## config.mk

```make
export PLATFORM = sky130hd
export DESIGN_NAME = fifo_drain
export DESIGN_NICKNAME = d
export VERILOG_FILES = /design/src/rtl/fifo_pkg.sv /design/src/rtl/fifo_drain_skid_buf.sv /design/src/rtl/fifo_drain.sv
export SDC_FILE = /design/constraint.sdc
export NUM_CORES = 1
export LEC_CHECK = 0
export ABC_AREA = 1
export CORE_UTILIZATION = 50
export DETAILED_ROUTE_END_ITERATION = 7
export DONT_BUFFER_PORTS = 1
export GPL_TIMING_DRIVEN = 0
export PLACE_DENSITY_LB_ADDON = 0.3
export SLEW_MARGIN = 20
export SYNTH_ARGS = -nofsm -noshare
export SYNTH_HDL_FRONTEND = slang
export SYNTH_SLANG_ARGS = --single-unit
```

## constraint.sdc

```tcl
create_clock -name clk -period 2.5 [get_ports clk]
set_clock_uncertainty 0.15 [all_clocks]
set_input_delay 0.125 -clock clk [delete_from_list [all_inputs] [get_ports clk]]
set_output_delay 0.125 -clock clk [all_outputs]
set_load 0.01 [all_outputs]
```

## src/rtl/fifo_pkg.sv

```systemverilog
// -----------------------------------------------------------------------------
// fifo_pkg
// Constants shared by the FIFO drain controller and its output buffer.
//   DEF_DATA_W  : default width of FIFO read data and the output stream
//   FIFO_RD_LAT : upstream FIFO read latency, in cycles from accepted read
//                 to valid fifo_rdata
//   BUF_DEPTH   : number of entries in the ordered output buffer
// -----------------------------------------------------------------------------
package fifo_pkg;

    localparam int DEF_DATA_W  = 8;
    localparam int FIFO_RD_LAT = 1;
    localparam int BUF_DEPTH   = 2;

    typedef logic [1:0] occ_t;

endpackage : fifo_pkg

```

## src/rtl/fifo_drain_skid_buf.sv

```systemverilog
// -----------------------------------------------------------------------------
// drain_skid_buf
// Two-entry ordered buffer between the upstream FIFO read data and the output
// stream. Entry 0 is always the oldest word and drives the head output.
//
// Ports
//   clk          : clock, rising edge
//   rst_n        : asynchronous active-low reset
//   i_push       : write i_push_data behind any existing entry
//   i_push_data  : word to write
//   i_pop        : remove the head entry
//   o_occ        : number of valid entries, 0..2
//   o_head       : oldest entry (meaningful while o_occ != 0)
// -----------------------------------------------------------------------------
module drain_skid_buf
    import fifo_pkg::*;
#(
    parameter int DATA_W = DEF_DATA_W
)
(
    input  logic              clk,
    input  logic              rst_n,
    input  logic              i_push,
    input  logic [DATA_W-1:0] i_push_data,
    input  logic              i_pop,
    output occ_t              o_occ,
    output logic [DATA_W-1:0] o_head
);

    logic [DATA_W-1:0] r_mem0;
    logic [DATA_W-1:0] r_mem1;
    occ_t              r_occ;

    logic w_pop;
    logic w_push;

    // Popping an empty buffer or pushing a full one without a simultaneous
    // pop is dropped; the controller never requests either.
    assign w_pop  = i_pop && (r_occ != 2'd0);
    assign w_push = i_push && ((r_occ != 2'd2) || w_pop);

    always_ff @(posedge clk or negedge rst_n) begin
        if (!rst_n) begin
            r_mem0 <= '0;
            r_mem1 <= '0;
            r_occ  <= 2'd0;
        end else begin
            case ({w_push, w_pop})
                2'b11: begin
                    // Occupancy unchanged; the new word lands right behind
                    // whatever becomes the head.
                    if (r_occ == 2'd1) begin
                        r_mem0 <= i_push_data;
                    end else begin
                        r_mem0 <= r_mem1;
                        r_mem1 <= i_push_data;
                    end
                end
                2'b01: begin
                    r_mem0 <= r_mem1;
                    r_occ  <= r_occ - 2'd1;
                end
                2'b10: begin
                    if (r_occ == 2'd0) begin
                        r_mem0 <= i_push_data;
                    end else begin
                        r_mem1 <= i_push_data;
                    end
                    r_occ <= r_occ + 2'd1;
                end
                default: begin
                end
            endcase
        end
    end

    assign o_occ  = r_occ;
    assign o_head = r_mem0;

endmodule : drain_skid_buf

```

## src/rtl/fifo_drain.sv

```systemverilog
// -----------------------------------------------------------------------------
// fifo_drain
// Drains an upstream synchronous FIFO (registered read data, one cycle of read
// latency) into a valid/ready output stream at one word per cycle. Reads are
// only issued when the output buffer is guaranteed to have room for the word
// by the time it returns, so the buffer never overflows.
//
// Ports
//   clk        : clock, rising edge
//   rst_n      : asynchronous active-low reset
//   enable     : permits new FIFO reads
//   fifo_empty : upstream FIFO empty flag
//   fifo_rdata : upstream read data, valid the cycle after an accepted read
//   fifo_r_en  : upstream read strobe (never high while fifo_empty is high)
//   m_valid    : output word available
//   m_data     : output word (oldest buffered entry)
//   m_ready    : downstream accepts the word when high with m_valid
//   count      : words delivered downstream, wraps modulo 2^CNT_W
//   busy       : a word is in flight from the FIFO or held in the buffer
// -----------------------------------------------------------------------------
module fifo_drain
    import fifo_pkg::*;
#(
    parameter int DATA_W = DEF_DATA_W,
    parameter int CNT_W  = 16
)
(
    input  logic              clk,
    input  logic              rst_n,
    input  logic              enable,
    input  logic              fifo_empty,
    input  logic [DATA_W-1:0] fifo_rdata,
    output logic              fifo_r_en,
    output logic              m_valid,
    output logic [DATA_W-1:0] m_data,
    input  logic              m_ready,
    output logic [CNT_W-1:0]  count,
    output logic              busy
);

    logic              r_inflight;
    logic [CNT_W-1:0]  r_count;

    occ_t              w_occ;
    logic [DATA_W-1:0] w_head;
    logic              w_pop;
    logic [2:0]        w_level;

    drain_skid_buf #(
        .DATA_W (DATA_W)
    ) u_buf (
        .clk         (clk),
        .rst_n       (rst_n),
        .i_push      (r_inflight),
        .i_push_data (fifo_rdata),
        .i_pop       (w_pop),
        .o_occ       (w_occ),
        .o_head      (w_head)
    );

    assign m_valid = (w_occ != 2'd0);
    assign m_data  = w_head;
    assign w_pop   = m_valid && m_ready;

    // Slots already committed after this edge: buffered plus in flight,
    // minus the word leaving this cycle. A new read needs one free slot.
    assign w_level = {1'b0, w_occ} + {2'b00, r_inflight} - {2'b00, w_pop};

    // rst_n gates the strobe so no read is accepted while held in reset.
    assign fifo_r_en = rst_n && enable && !fifo_empty
                       && (w_level < 3'(BUF_DEPTH));

    always_ff @(posedge clk or negedge rst_n) begin
        if (!rst_n) begin
            r_inflight <= 1'b0;
        end else begin
            // fifo_r_en already excludes fifo_empty, so it marks an
            // accepted read; this also clears the flag once its data lands
            // unless a back-to-back read replaces it.
            r_inflight <= fifo_r_en;
        end
    end

    always_ff @(posedge clk or negedge rst_n) begin
        if (!rst_n) begin
            r_count <= '0;
        end else if (w_pop) begin
            r_count <= r_count + CNT_W'(1);
        end
    end

    assign count = r_count;
    assign busy  = r_inflight || m_valid;

`ifndef SYNTHESIS
    a_no_read_when_empty : assert property (
        @(posedge clk) disable iff (!rst_n) fifo_r_en |-> !fifo_empty
    );

    a_no_overflow : assert property (
        @(posedge clk) disable iff (!rst_n)
        ({1'b0, w_occ} + {2'b00, r_inflight}) <= 3'(BUF_DEPTH)
    );

    a_hold_under_backpressure : assert property (
        @(posedge clk) disable iff (!rst_n)
        (m_valid && !m_ready) |=> (m_valid && $stable(m_data))
    );
`endif

endmodule : fifo_drain
```

==> impl_metrics.yaml <==
routing:
  antenna_left: 0
  drt-total-wl_um: 4260
  viasPerCell: 5.26
  wl_per_cell_um: 13.5
  drtPass1Iterations: 4
  vias: 1663
  drcViolationCount: 0
  initialDrtViolationCount: 112
setup_path:
  required_ps: 2230
  crit_slowest_cell: "fa_1"
  critPathTopFamily: "adder cells"
  path_cells: "inv_2 -> ha_4 -> nor2_4 -> ha_4 -> or2_4 -> fa_1 -> nand2_2 -> nor4b_4"
  end_kind: "output port"
  cp.buffers_inverters: 1
  cpMostUsedCell: "ha_4"
  crit_type: "reg2out"
  crit_path_max_fanout: 2
  worstSetupStartpointType: "flip-flop"
  cp.arrival_ps: 2360
  slowest_delay_ps: 500
die:
  fp.dieH_um: 64.7
  num_io_pins: 40
  initial_utilization_pct: 52.9
  core-area_mm2: 0.00372
  fp.dieW_um: 64.7
  num_rows: 22
  die-area_mm2: 0.00419
run:
  cap_viol_max_count: 0
global_routing:
  grt_pass1_wl_um: 7580
  grt_overflow: 0
  grt_pass1_vias: 1720
  track_usage_pct: 23.8
  grt_max_degree: 37
  antenna_found_initial: 0
yosys:
  synthDistinctLibCells: 32
  synth_area_leaders: "dfrtp_1, nand2_1, nand3_1, inv_1, xor2_1"
  synth_ff_type: "dfrtp_1"
  synth.top_cell.area_share_pct: 44.5
  yosys.area_share.adder_pct: 4.20
  synth_area_per_cell_um2: 8.13
  synthXorXnorAreaFrac_pct: 6.23
  async_reset_ff_share_pct: 100
  synth_compound_area_share_pct: 7.38
  synth_top_area_cell: "dfrtp_1"
  synth-edff-count: 0
  ys_seq_area_share_pct: 44.5
  syn_inst: 242
  synth-simple-area-share_pct: 30.0
  yosysWarnings: 0
  synth_top_family_by_area: "simple AND/OR/NAND/NOR gates"
  synth_area_mm2: 0.00197
  syn-num-nets: 261
  synthMuxAreaShare_pct: 0
  ys_ff_latch: 35
timing:
  final-hold-violation-count: 36
  finalWorstSetupSlack_ps: -137
  tightest_slew_ps: 502
  drv_slew: 0
  slew_headroom_pct: 66.5
  period_needed_ps: 2640
  post-route-period-util_pct: 105
  fin_setup_tns_ps: -137
  rsz0062_at_grt: "true"
  setup_viol: 1
  fmax_mhz: 379
  hold_ws_ps: -623
finish:
  nNetsFinal: 286
  layout.area.seq_um2: 876
  multi_input_area_um2: 986
  fill_cells: 321
  syn_to_final_growth_pct: 17.6
  final_cells: 316
  layout-drive-gt1-share_pct: 13.8
  final_core_util_pct: 62.3
  n_antenna_cell: 0
power:
  power_mw: 2.47
  peakVddDrop_mv: 0.560
  p_seq_share_pct: 39.9
  p_int_mw: 1.43
  power_switching_mw: 1.05
  p_per_area_mw_per_mm2: 1070
  pwr-share-clk_pct: 15.7
  combPwrFrac_pct: 44.3
  switching_share_pct: 42.4
  total_leakage_power_nw: 1.14
min_path:
  hp-class: "in2async"
clock_network:
  cts.path.max_buffers: 2
  clkSlewWorstSetupHoldPaths_ps: 70
  numCtsBuffers: 5
  cts_hold_buf: 10
  clock_latency_ps: 290
  clock-sinks: 35
  cts-htree-levels: 2
  cts_tree: "yes"
  cts_root_buf: "clkbuf_8"
run_status:
  violations: "negative hold slack, negative setup slack"
  outcome: "finished with violations"
place:
  place_congestion: 0.732
  place_hpwl_um: 2780
  portBuffers: 0
  dpl.cell_count: 290
final timing paths:
kind / startpoint / end / slack [ps] / cells past startpoint
max in group asynchronous: rst_n / u_buf.o_head[5]$_DFFE_PN0P_ / 2740 / 0
max: u_buf.o_occ[0]$_DFFE_PN0N_ / fifo_r_en / -140 / 8
min in group clk: rst_n / r_inflight$_DFF_PN0_ / -160 / 2
min reg2reg: u_buf.r_mem1[4]$_DFFE_PN0P_ / u_buf.r_mem1[4]$_DFFE_PN0P_ / 380 / 2
max reg2reg: u_buf.o_occ[0]$_DFFE_PN0N_ / r_inflight$_DFF_PN0_ / 160 / 8
min: rst_n / u_buf.r_mem1[2]$_DFFE_PN0P_ / -620 / 0
what timing repair did:
| action | 4_1_cts | 5_1_grt |
|---|---|---|
| endpoints found under the setup margin | 2 | 1 |
| resized for setup | 1 | 1 |
| pin swaps | 3 | 7 |
| cloned | 0 | 0 |
| hold endpoints to repair | 55 | 36 |
| setup buffers | 6 | 2 |
metal layers:
metal	GRT usage, %	up-vias	part of all wire [%]
li1	-	810	-
met1	27.6	797	43
met2	39.8	48	50
met3	7.39	8	5.3
met4	11.1	0	1.7
met5	0	-	0
metrics by stage:
| step | area, um2 | hold slack [ps] | setup slack [ps] |
|---|---|---|---|
| 2_1_floorplan | 2000 | -321 | -53.4 |
| 3_3_place_gp | 2060 | -320 | -178 |
| 3_5_place_dp | 2060 | -320 | -200 |
| 4_1_cts | 2290 | -630 | -148 |
| 5_1_grt | 2310 | -636 | -225 |
| 6_report | 2310 | -623 | -137 |
sequential cells by signal (all words and copies together), names as in the netlist:
signal and cells:
count 16, u_buf.o_head 8, u_buf.r_mem1 8, u_buf.o_occ 2, r_inflight 1
worst reg2reg max path: cells and delay by family, from the launching register on:
kind | cells | cell delay [ps]
flip-flops | 1 | 360
buffers and inverters | 1 | 60
adder cells (fa/ha/maj) | 3 | 880
AND/OR/NAND/NOR | 4 | 780
layout make-up:
type / instances / area share [%]
plain buffers: 4 / 1.68
clock buffers: 7 / 3.30
clock inverters: 1 / 0.216
inverters: 27 / 4.81
multi-input cells: 176 / 42.6
flip-flops and latches: 35 / 37.9
well taps: 48 / 2.60
repair buffers: 18 / 6.92
logic make-up (layout without fill, tap and decap cells):
| logic type | Yosys count | after routing |
|---|---|---|
| AO/OA/AOI/OAI | 23 | 23 |
| buffers and inverters | 31 | 57 |
| adder cells (fa/ha/maj) | 6 | 6 |
| AND/OR/NAND/NOR | 133 | 133 |
| flip-flops | 35 | 35 |
| XOR/XNOR | 14 | 14 |
layout by cell type (no fill, tap or decap), types with 3 or more instances in the layout:
master and instances:
nand3_1 22, nor2_1 19, ha_1 3, dlygate4sd3_1 10, a21oi_1 9, o21ai_0 10
xor2_1 9, clkbuf_8 6, xnor2_1 5, buf_4 8, inv_1 21, nand2_1 78
inv_2 3, dfrtp_1 35
cells in the mapped netlist, types with 2 or more instances:
cell type,n
a21oi_1,9
dfrtp_1,35
ha_1,5
inv_1,23
inv_4,2
nand2_1,79
nand2_4,2
nand3_1,22
nor2_1,19
nor2_2,2
nor3_1,2
o21ai_0,10
xnor2_1,5
xor2_1,9
power groups by stage:
stage	Sequential [mW]	Combinational [mW]	Clock, mW
floorplan	0.965	0.800	0
global placement	1.00	0.923	0
detailed placement	1.01	0.946	0
CTS	0.988	1.04	0.400
global route	1.02	1.26	0.424
finish	0.988	1.10	0.389
Power figures use the tool's default switching activity.
